===== src/rtl/cfg_table_wr_arbiter_pkg.sv =====
// cfg_table_wr_arbiter_pkg: shared table geometry and the write-port arbiter state encoding.
package cfg_table_wr_arbiter_pkg;
  localparam int dwidth_RFadd = 8;
  localparam int num_col = 1;
  localparam int SEL_W = num_col*2+1;
  typedef enum logic [1:0] {IDLE, GRANT, BURST, DONE} arb_state_t;
endpackage


===== src/rtl/cfg_table_wr_arbiter_rr_pick.sv =====
// rr_pick: combinational rotating-priority picker; the first set request at or after ptr wins.
module rr_pick #(
  parameter int NUM_REQ = 2
) (
  input  logic [NUM_REQ-1:0]         req,
  input  logic [$clog2(NUM_REQ)-1:0] ptr,
  output logic [NUM_REQ-1:0]         win_oh,
  output logic [$clog2(NUM_REQ)-1:0] win_idx
);
  localparam int IW = $clog2(NUM_REQ);
  // Scan from the farthest offset down so the nearest request after ptr is assigned last.
  always_comb begin
    win_idx = '0;
    for (int i = NUM_REQ-1; i >= 0; i--)
      if (req[(int'(ptr)+i)%NUM_REQ]) win_idx = IW'((int'(ptr)+i)%NUM_REQ);
    win_oh = |req ? NUM_REQ'(1) << win_idx : '0;
  end
endmodule


===== src/rtl/cfg_table_wr_arbiter.sv =====
// cfg_table_wr_arbiter: round-robin burst arbiter for the shared config/state table write port.
// Locks the port to one loader per burst; a watchdog ends bursts that stall.
module cfg_table_wr_arbiter
  import cfg_table_wr_arbiter_pkg::*;
#(
  parameter int NUM_REQ = 2,
  parameter int DATA_W  = 64,
  parameter int ADDR_W  = dwidth_RFadd,
  parameter int SEL_W   = cfg_table_wr_arbiter_pkg::SEL_W,
  parameter int TIMEOUT = 256
) (
  input  logic                      clk,
  input  logic                      rst_n,
  input  logic [NUM_REQ-1:0]        req,
  input  logic [NUM_REQ*ADDR_W-1:0] req_len_m1,
  input  logic [NUM_REQ-1:0]        req_valid,
  input  logic [NUM_REQ*SEL_W-1:0]  req_sel,
  input  logic [NUM_REQ*ADDR_W-1:0] req_add,
  input  logic [NUM_REQ*DATA_W-1:0] req_data,
  output logic [NUM_REQ-1:0]        req_ready,
  output logic [NUM_REQ-1:0]        gnt,
  output logic [SEL_W-1:0]          tbl_wr_en,
  output logic [ADDR_W-1:0]         tbl_wr_add,
  output logic [DATA_W-1:0]         tbl_wr_data,
  output logic                      burst_done,
  output logic                      err
);
  localparam int IW = $clog2(NUM_REQ);
  localparam int WW = $clog2(TIMEOUT+1);
  arb_state_t state_q, state_d;
  logic [IW-1:0] owner_q, owner_d, ptr_q, ptr_d, win_idx;
  logic [NUM_REQ-1:0] gnt_q, gnt_d, win_oh;
  logic [ADDR_W-1:0] len_q, len_d, beat_q, beat_d, wr_add_q, wr_add_d;
  logic [WW-1:0] wd_q, wd_d;
  logic [SEL_W-1:0] wr_en_q, wr_en_d, sel;
  logic [DATA_W-1:0] wr_data_q, wr_data_d;
  logic bad_q, bad_d, beat, tmo;
  rr_pick #(.NUM_REQ(NUM_REQ)) u_pick (.req(req), .ptr(ptr_q), .win_oh(win_oh), .win_idx(win_idx));
  assign sel = req_sel[owner_q*SEL_W +: SEL_W];
  assign beat = state_q == BURST && req_valid[owner_q];
  assign tmo = state_q == BURST && !beat && wd_q == WW'(TIMEOUT-1);
  assign gnt = gnt_q;
  assign req_ready = state_q == BURST ? gnt_q : '0;
  assign burst_done = state_q == DONE;
  // A bad select is flagged with the write it suppressed; a timeout is flagged as it expires.
  assign err = bad_q | tmo;
  assign tbl_wr_en = wr_en_q;
  assign tbl_wr_add = wr_add_q;
  assign tbl_wr_data = wr_data_q;
  always_comb begin
    state_d = state_q;
    owner_d = owner_q;
    gnt_d = gnt_q;
    ptr_d = ptr_q;
    len_d = len_q;
    beat_d = beat_q;
    wd_d = wd_q;
    case (state_q)
      IDLE: if (|req) begin
        state_d = GRANT;
        owner_d = win_idx;
        gnt_d = win_oh;
      end
      GRANT: begin
        state_d = BURST;
        len_d = req_len_m1[owner_q*ADDR_W +: ADDR_W];
        beat_d = '0;
        wd_d = '0;
        ptr_d = owner_q == IW'(NUM_REQ-1) ? '0 : owner_q + 1'b1;
      end
      BURST: begin
        beat_d = beat ? beat_q + 1'b1 : beat_q;
        wd_d = beat ? '0 : wd_q + 1'b1;
        if ((beat && beat_q == len_q) || tmo) begin
          state_d = DONE;
          gnt_d = '0;
        end
      end
      default: state_d = IDLE;
    endcase
    wr_en_d = beat && $onehot(sel) ? sel : '0;
    wr_add_d = beat ? req_add[owner_q*ADDR_W +: ADDR_W] : wr_add_q;
    wr_data_d = beat ? req_data[owner_q*DATA_W +: DATA_W] : wr_data_q;
    bad_d = beat && !$onehot(sel);
  end
  always_ff @(posedge clk or negedge rst_n) begin
    if (!rst_n) begin
      state_q <= IDLE;
      owner_q <= '0;
      gnt_q <= '0;
      ptr_q <= '0;
      len_q <= '0;
      beat_q <= '0;
      wd_q <= '0;
      wr_en_q <= '0;
      wr_add_q <= '0;
      wr_data_q <= '0;
      bad_q <= 1'b0;
    end else begin
      state_q <= state_d;
      owner_q <= owner_d;
      gnt_q <= gnt_d;
      ptr_q <= ptr_d;
      len_q <= len_d;
      beat_q <= beat_d;
      wd_q <= wd_d;
      wr_en_q <= wr_en_d;
      wr_add_q <= wr_add_d;
      wr_data_q <= wr_data_d;
      bad_q <= bad_d;
    end
  end
endmodule


===== config.mk =====
export PLATFORM = sky130hd
export DESIGN_NAME = cfg_table_wr_arbiter
export DESIGN_NICKNAME = d
export VERILOG_FILES = /design/src/rtl/cfg_table_wr_arbiter_pkg.sv /design/src/rtl/cfg_table_wr_arbiter_rr_pick.sv /design/src/rtl/cfg_table_wr_arbiter.sv
export SDC_FILE = /design/constraint.sdc
export NUM_CORES = 1
export LEC_CHECK = 0
export CORE_MARGIN = 2
export CORE_UTILIZATION = 30
export DETAILED_ROUTE_END_ITERATION = 10
export GPL_TIMING_DRIVEN = 0
export REMOVE_ABC_BUFFERS = 1
export SLEW_MARGIN = 20
export SYNTH_ARGS = -nofsm -noshare
export SYNTH_HDL_FRONTEND = slang
export SYNTH_HIERARCHICAL = 1
export SYNTH_SLANG_ARGS = --single-unit

===== constraint.sdc =====
create_clock -name clk -period 2.2 [get_ports clk]
set_input_delay 0.33 -clock clk [delete_from_list [all_inputs] [get_ports clk]]
set_output_delay 0.33 -clock clk [all_outputs]
set_load 0.02 [all_outputs]

# Word level (Yosys, flattened, before mapping)
# Index checks and enable logic that the tools add are counted.
[word_totals]
ramBits = 0
latch_bits = 0
mem_count = 0
rom_bits = 0
output_inout_bits = 81
reg_bits = 107
[op_classes]
n_addsub = 6
n_reduce_logical = 17
shifts = 5
n_eq_ne = 9
n_mux = 22
n_mul = 1
order_cmp = 3
div = 0
bitwise_logic = 2
[op_table]
columns = ["operator", "n"]
rows = [
  ["$shiftx 128x8->64", 1],
  ["$shiftx 16x5->8", 2],
  ["$pmux 9 s2", 1],
  ["$pmux 8 s2", 1],
  ["$mux 1", 10],
  ["$mux 2", 5],
  ["$add 9x1->9 const B", 1],
  ["$eq 9x8->1 const B", 1],
  ["$mux 9", 1],
  ["$add 8x1->8 const B", 1],
  ["$eq 8x8->1", 1],
  ["$mux 8", 1],
  ["$logic_and 1x1->1", 6],
  ["$pmux 2 s3", 1],
  ["$reduce_and 2->1", 3],
  ["$shiftx 6x4->3", 1],
  ["$eq 2x1->1 const B", 2],
  ["$eq 2x2->1 const B", 2],
  ["$lt 1x2->1 const B", 2],
  ["$ne 2x2->1 const B", 2],
  ["$pmux 2 s2", 1],
  ["$reduce_bool 2->1", 2],
  ["$lt 2x3->1 const B", 1],
  ["$mul 1x2->3 const B", 1],
  ["13 further kinds", 15],
]

# Depth between registers and ports, before layout
# Gate-level depths: netlist of the first run.
[depth]
depth_word = 10
ltp_mapped = 9
mapped_depth_nobuf = 9

# Hierarchy
# Netlist of the first run, hierarchy kept.
[modules_own_cells]
columns = ["module", "instances", "area_per_inst_um2", "seq_area_each_um2", "cells_each"]
rows = [
  ["cfg_table_wr_arbiter", 1, 5138.7, 2677.6, 500],
  ["rr_pick", 1, 26.3, 0.0, 4],
]

# Least setup slack after synthesis of the first run
# No wires, ideal clock.
[synth_timing]
path_kind = "reg-to-reg"
start = "register wd_q[0]"
end = "register state_q[1]"
setup_ns = 0.128
t_arrival_ns = 1.947
stages_incl_launch_ff = 10
slack_ns = 0.126
period_less_slack_ns = 2.074
cell_sequence = "dfrtp_1 ha_1 and3_1 and3_1 and3_1 ha_1 nand2_1 o311ai_1 a21boi_2 mux2_1"
[synth_via]
elab_chain_len = 5
[synth_lines]
columns = ["item", "line", "text"]
rows = [
  ["from (decl)", "cfg_table_wr_arbiter.sv:34", "logic [WW-1:0] wd_q, wd_d;"],
  ["from (signal assigned)", "cfg_table_wr_arbiter.sv:106", "wd_q <= wd_d;"],
  ["$eq 9x8->1", "cfg_table_wr_arbiter.sv:41", "assign tmo = state_q == BURST && !beat && wd_q == WW'(TIMEOUT-1);"],
  ["$logic_and 1x1->1", "cfg_table_wr_arbiter.sv:41", ""],
  ["$logic_or 1x1->1", "cfg_table_wr_arbiter.sv:74", "if ((beat && beat_q == len_q) || tmo) begin"],
  ["$ne 2x1->1 (no line)", "--", ""],
  ["$reduce_and 2->1 (no line)", "--", ""],
  ["to (signal assigned)", "cfg_table_wr_arbiter.sv:100", "state_q <= state_d;"],
  ["to (decl)", "cfg_table_wr_arbiter.sv:30", "arb_state_t state_q, state_d;"],
]
# No other way between the ends.
# A chain may end at the register's enable or synchronous reset.

# Worst setup path after layout of the first run
[layout_timing]
start = "register wd_q[0]"
end = "output err"
[layout_via]
elab_chain_len = 3
[layout_lines]
columns = ["item", "line", "text"]
rows = [
  ["$eq 9x8->1", "cfg_table_wr_arbiter.sv:41", ""],
  ["$logic_and 1x1->1", "cfg_table_wr_arbiter.sv:41", ""],
  ["$or 1x1->1", "cfg_table_wr_arbiter.sv:46", "assign err = bad_q | tmo;"],
  ["to (decl)", "cfg_table_wr_arbiter.sv:26", "output logic err"],
]
# No other way between the ends.

==> impl_metrics.json, run 1 <==
{
  "status": "complete, but fails checks",
  "violations": "negative setup slack",
  "synthCells": 504,
  "period_share": 1.008,
  "cp_max_fo": 3,
  "overflow": 0,
  "max_freq_mhz": 450.9,
  "worst_slack_ps": -17.72,
  "wl_per_cell_um": 15.65,
  "vias": 4553,
  "routabilityCongestion": 0.7889,
  "cp.arrival_ps": 1890,
  "swShare": 0.3967,
  "p_int_uw": 6298,
  "row_count": 47,
  "p_sw_uw": 4142,
  "worstSetupEndpointType": "output port",
  "syn_avg_cell_area_sq_um": 10.25,
  "rsz0062_at_grt": "true",
  "hold_viol": 0,
  "cts_tree": "built",
  "antennaDiodeCount": 0,
  "crit_path_start_kind": "register",
  "slew_violations": 0,
  "tightest_slew_ps": 689.7,
  "ant_nets": 0,
  "grt_pass1_wl_mm": 23.98,
  "vias_per_cell": 4.665,
  "num-nets-final": 931,
  "dr.pass1.iters": 4,
  "htreeDepth": 3,
  "r2r_end": "state_q[1]",
  "final_cells": 976,
  "synth.largest_area_cell": "dfrtp_1",
  "cts_made_buffers": 9,
  "synth_area_leaders": "dfrtp_1 52%, mux2i_1 16%, o21ai_0 8.8%",
  "synthesis.area_sq_um": 5165,
  "power_leakage_uw": 0.003637,
  "reg2regPathDepth": 9,
  "hpwlAfterDp_mm": 10.98,
  "drv_cap": 0,
  "first_iter_violations": 263,
  "clock_path_buffers": 2,
  "relSlewSlack": 0.5392,
  "pin_count": 253,
  "crit_path_end": "err",
  "netlist-cell-type-count": 35,
  "synth_top_area_frac": 0.5184,
  "period_needed_ps": 2218,
  "skew_ps": 7.975,
  "grt_max_degree": 91,
  "yosys_warnings": 6,
  "crit_type": "reg -> out",
  "die_y_um": 135.2,
  "dp.cells": 946,
  "synthFlopType": "dfrtp_1",
  "ys_seq_area_frac": 0.5184,
  "grt_pass1_vias": 4573,
  "p_per_area_nw_per_um2": 1247,
  "synthTopCellsByCount": "107 x dfrtp_1, 91 x o21ai_0, 87 x nand2_1",
  "drc": 0,
  "core-area_sq_um": 16700,
  "wl_mm": 15.28,
  "initial_utilization": 0.3093,
  "clock_latency_ps": 340,
  "layout-drive-gt1-share": 0.06481,
  "setup_viol": 1,
  "min-delay-start": "tbl_wr_data[37]",
  "pwr-share-comb": 0.537,
  "power_frac_seq": 0.310,
  "async_flop_share": 1.000,
  "clkPwrFrac": 0.153,
  "synth_edf_count": 0,
  "synth.most_common_cell": "dfrtp_1",
  "clk_pin_slew_ps": 70,
  "reg2reg_from": "wd_q[1]",
  "worstHoldPathType": "reg -> reg",
  "syn2layout_area_growth_pct": 62.09,
  "grt_use_total": 0.1713,
  "die_w_um": 135.2,
  "die-area_sq_um": 18280,
  "port_buffers": 252,
  "critPathLaunch": "wd_q[0]",
  "cts_sinks": 107,
  "total_power_uw": 10440,
  "ys_seq_elements": 107,
  "required_ps": 1870,
  "rrSetupSlack_ps": 130,
  "root_buffer": "clkbuf_16",
  "ir_drop_v": 0.0008708,
  "antenna_found_initial": 0
}
## flip-flops by register name, summed over array words and instances, names as in the netlist
register,count
state_q,2
wd_q,9
len_q,8
beat_q,8
tbl_wr_add,8
ptr_q,1
tbl_wr_data,64
gnt,2
owner_q,1
tbl_wr_en,3
bad_q,1
## cells by family after synthesis
family	Yosys count	share of synthesized area
AOI/OAI and AO/OA	114	0.1194
DFF	107	0.5184
buffers and inverters	40	0.03585
xor gates and xnor gates	10	0.01696
adders and majority gates	8	0.02083
muxes	89	0.1744
and+or+nand+nor	136	0.1141
## worst min-delay path by stage
| stage | endpoint | slack (ps) | depth (start not counted) |
|---|---|---|---|
| finish | tbl_wr_data[37] | 480 | 2 |
| global route | tbl_wr_data[25] | 500 | 2 |
| CTS | tbl_wr_data[28] | 490 | 2 |
| detailed placement | tbl_wr_data[60] | 320 | 1 |
| global placement | tbl_wr_add[4] | 460 | 2 |
| floorplan | bad_q | 30 | 0 |
## metrics by stage
step / setup WS [ps] / hold slack, ps / utilization / cell area, sq um / TNS [ps]
after floorplan: -2621 / 34.41 / - / 5006 / -212200
after global placement: -3751 / 462.1 / 0.4673 / 7804 / -683490
after detailed placement: -517.1 / 317.3 / 0.4725 / 7891 / -16720
after CTS: -63.00 / 485.0 / 0.4998 / 8347 / -63.00
after global routing: -103.2 / 504.3 / 0.5013 / 8372 / -103.2
final: -17.72 / 476.3 / 0.5013 / 8372 / -17.72
## critical path, cell delays in order, from the launching register on
cell and delay, ps:
dfrtp_1 380, ha_2 190, and3_4 180, and3_4 170, and3_4 180, ha_4 150
a21o_1 170, buf_6 130
## cell type report
type,instances,area [sq um]
Timing Repair Buffer,267,2720
Fill cell,1532,8329
Inverter,7,26.28
Clock buffer,11,232.7
Multi-Input combinational cell,359,2382
Clock inverter,5,53.80
Sequential cell,107,2681
Tap cell,220,275.3
## routing by layer
layer | global-route usage | share of wire | vias to the layer above
met5 | 0 | 0 | -
met4 | 0.06944 | 0.023 | 0
met3 | 0.04676 | 0.064 | 20
met2 | 0.2995 | 0.51 | 147
met1 | 0.1989 | 0.40 | 2148
li1 | - | - | 2238
## layout by cell type, fill, tap and decap left out, drive strengths merged, types with 5 or more instances in the layout
cell           Yosys  final
and3              10     10
mux2               5      5
inv                7      7
mux2i             84     84
o21ai             91     91
ha                 7      7
xnor2              8      8
clkbuf            12     11
nand3              9      9
buf               21     16
nand2             87     87
nor2              16     16
clkdlybuf4s50      0    250
a21oi              8      8
nand2b             3      5
dfrtp            107    107
## power groups by stage
stage	registers [uW]	logic (uW)	clock network, uW
floorplan	4240	2010	0
global placement	3460	4820	0
detailed placement	3430	5220	0
CTS	3240	5690	1650
global route	3350	6090	1730
finish	3240	5610	1600
## repair_timing
action / 4_1_cts / 5_1_grt
resized for setup: 16 / 2
pin swaps: 2 / 2
cloned: 2 / 0
hold buffers: 1 / 0
endpoints found under the hold margin: 50 / 0
endpoints found under the setup margin: 86 / 3
buffers inserted: 9 / 2
Note: power is estimated with default switching activity, not from simulation.
==> run 2, diff against run 1 <==
--- a/config.mk
+++ b/config.mk
@@ -5,10 +5,13 @@
 export SDC_FILE = /design/constraint.sdc
 export NUM_CORES = 1
 export LEC_CHECK = 0
+export CELL_PAD_IN_SITES_DETAIL_PLACEMENT = 1
+export CELL_PAD_IN_SITES_GLOBAL_PLACEMENT = 1
 export CORE_MARGIN = 2
-export CORE_UTILIZATION = 30
+export CORE_UTILIZATION = 27
 export DETAILED_ROUTE_END_ITERATION = 10
 export GPL_TIMING_DRIVEN = 0
+export PLACE_DENSITY_LB_ADDON = 0.1
 export REMOVE_ABC_BUFFERS = 1
 export SLEW_MARGIN = 20
 export SYNTH_ARGS = -nofsm -noshare
==> run 2 against run 1 <==
The run still ends with negative setup slack left. Maximum frequency decreased by 2.1%. Non-clock buffer count is 2 higher. Worst hold slack worse by 12 ps. Via count grew 0.94%. Sequential power hardly changed. Global-route usage grew 0.34 points. Clock skew is essentially flat. Clock-buffer cell count decreased by 2. Largest cell class unchanged.
==> impl_metrics.json, run 2 (synthesis results as in run 1) <==
{
  "vias_per_cell": 4.633,
  "die-area_sq_um": 20250,
  "largest_reg_flops": 64,
  "p_per_area_nw_per_um2": 1266,
  "layout-drive-gt1-share": 0.07133,
  "cts_sinks": 107,
  "syn2layout_area_growth_pct": 63.40,
  "core-area_sq_um": 18770,
  "first_iter_violations": 143,
  "dr.pass1.iters": 4,
  "wl_per_cell_um": 17.55,
  "relSlewSlack": 0.6200,
  "hpwlAfterDp_mm": 12.76,
  "mostFrequentLayoutCell": "clkdlybuf4s50_1",
  "port_buffers": 252,
  "rsz0062_at_grt": "true",
  "hold_viol": 0,
  "worstSetupEndpointType": "output port",
  "crit_top_cell": "and3_4",
  "setup_viol": 1,
  "cts_made_buffers": 9,
  "period_needed_ps": 2265,
  "status": "complete, but fails checks",
  "skew_ps": 7.581,
  "crit_buf_inv": 1,
  "required_ps": 1870,
  "dp_slack_ps": -597.6,
  "die_w_um": 142.3,
  "grt_use_total": 0.1747,
  "postLayoutCellArea_sq_um": 8439,
  "period_share": 1.030,
  "ant_nets": 0,
  "die_y_um": 142.3,
  "crit_path_start_kind": "register",
  "row_count": 50,
  "ir_drop_v": 0.0003672,
  "initial_utilization": 0.2752,
  "slowest_delay_ps": 400,
  "layout_common_cells": "248 x clkdlybuf4s50_1, 106 x dfrtp_1, 90 x o21ai_0",
  "tightest_slew_ps": 569.9,
  "cts_tree": "built",
  "drv_cap": 0,
  "slew_violations": 0,
  "clock_latency_ps": 350,
  "root_buffer": "clkbuf_16",
  "rrSetupSlack_ps": 100,
  "grt_pass1_wl_mm": 26.85,
  "routabilityCongestion": 0.7587,
  "power_leakage_uw": 0.003698,
  "pin_count": 253,
  "worst_slack_ps": -65.37,
  "drc": 0,
  "clk_pin_slew_ps": 70,
  "overflow": 0,
  "crit_chain": "ha_2 -> and3_4 -> and3_4 -> and3_4 -> ha_4 -> a21o_1 -> buf_6",
  "num-nets-final": 932,
  "fin_tns_setup_ps": -65.37,
  "worstHoldPathType": "in -> async",
  "htreeDepth": 3,
  "cpLargestDelayFamily": "simple AND/OR/NAND/NOR gates",
  "slowest_stage": "dfrtp_1",
  "total_power_uw": 10680,
  "wl_mm": 17.41,
  "crit_type": "reg -> out",
  "cp_max_fo": 3,
  "violations": "negative setup slack",
  "grt_pass1_vias": 5015,
  "grt_max_degree": 66,
  "cp.arrival_ps": 1940,
  "dpl_cell_area_sq_um": 7921,
  "max_freq_mhz": 441.4,
  "vias": 4596,
  "fillers": 2080,
  "clock_path_buffers": 2,
  "antenna_found_initial": 1
}
run 2: metal layers:
metal / part of all wire / up-vias / global-route usage
li1: - / 2234 / -
met1: 0.39 / 2211 / 0.1869
met2: 0.51 / 139 / 0.3127
met3: 0.093 / 12 / 0.08681
met4: 0.010 / 0 / 0.03439
met5: 0 / - / 0
run 2: what timing repair did:
action,4_1_cts,5_1_grt
hold buffers,1,0
gates resized for setup,15,9
cloned,1,0
setup buffers,9,3
endpoints found under the hold margin,42,0
pin swaps,1,3
setup endpoints to repair,71,6
run 2: through the flow:
step	utilization	std cells	hold WS, ps
detailed placement	0.4221	961	287.0
global route	0.4497	992	497.6
floorplan	-	471	34.41
CTS	0.4461	988	469.1
global placement	0.4167	957	460.5
finish	0.4497	992	464.6
run 2: area by class of cell:
cell class	count	area (sq um)	area share
Antenna cell	1	2.502	0.0002965
Clock buffer	9	225.2	0.02669
Clock inverter	7	76.32	0.009044
Inverter	7	26.28	0.003113
Multi-Input combinational cell	358	2390	0.2832
Sequential cell	107	2681	0.3177
Tap cell	234	292.8	0.03469
Timing Repair Buffer	269	2745	0.3253
run 2: worst paths after layout:
path | start | end | cells after the start
worst max-delay path | wd_q[1] | err | 7
worst min-delay path | rst_n | tbl_wr_data[40] | 2
worst max register to register | wd_q[1] | state_q[1] | 9
worst min register to register | tbl_wr_data[40] | tbl_wr_data[40] | 2
max in group asynchronous | rst_n | owner_q | 3
min in group clk | tbl_wr_data[40] | tbl_wr_data[40] | 2
run 2: report_power, final:
part | switching [uW] | leakage, uW | internal, uW
logic | 3080 | 0.00221 | 2690
clock network | 767 | 0.000142 | 889
registers | 482 | 0.00135 | 2770
total | 4330 | 0.00370 | 6350
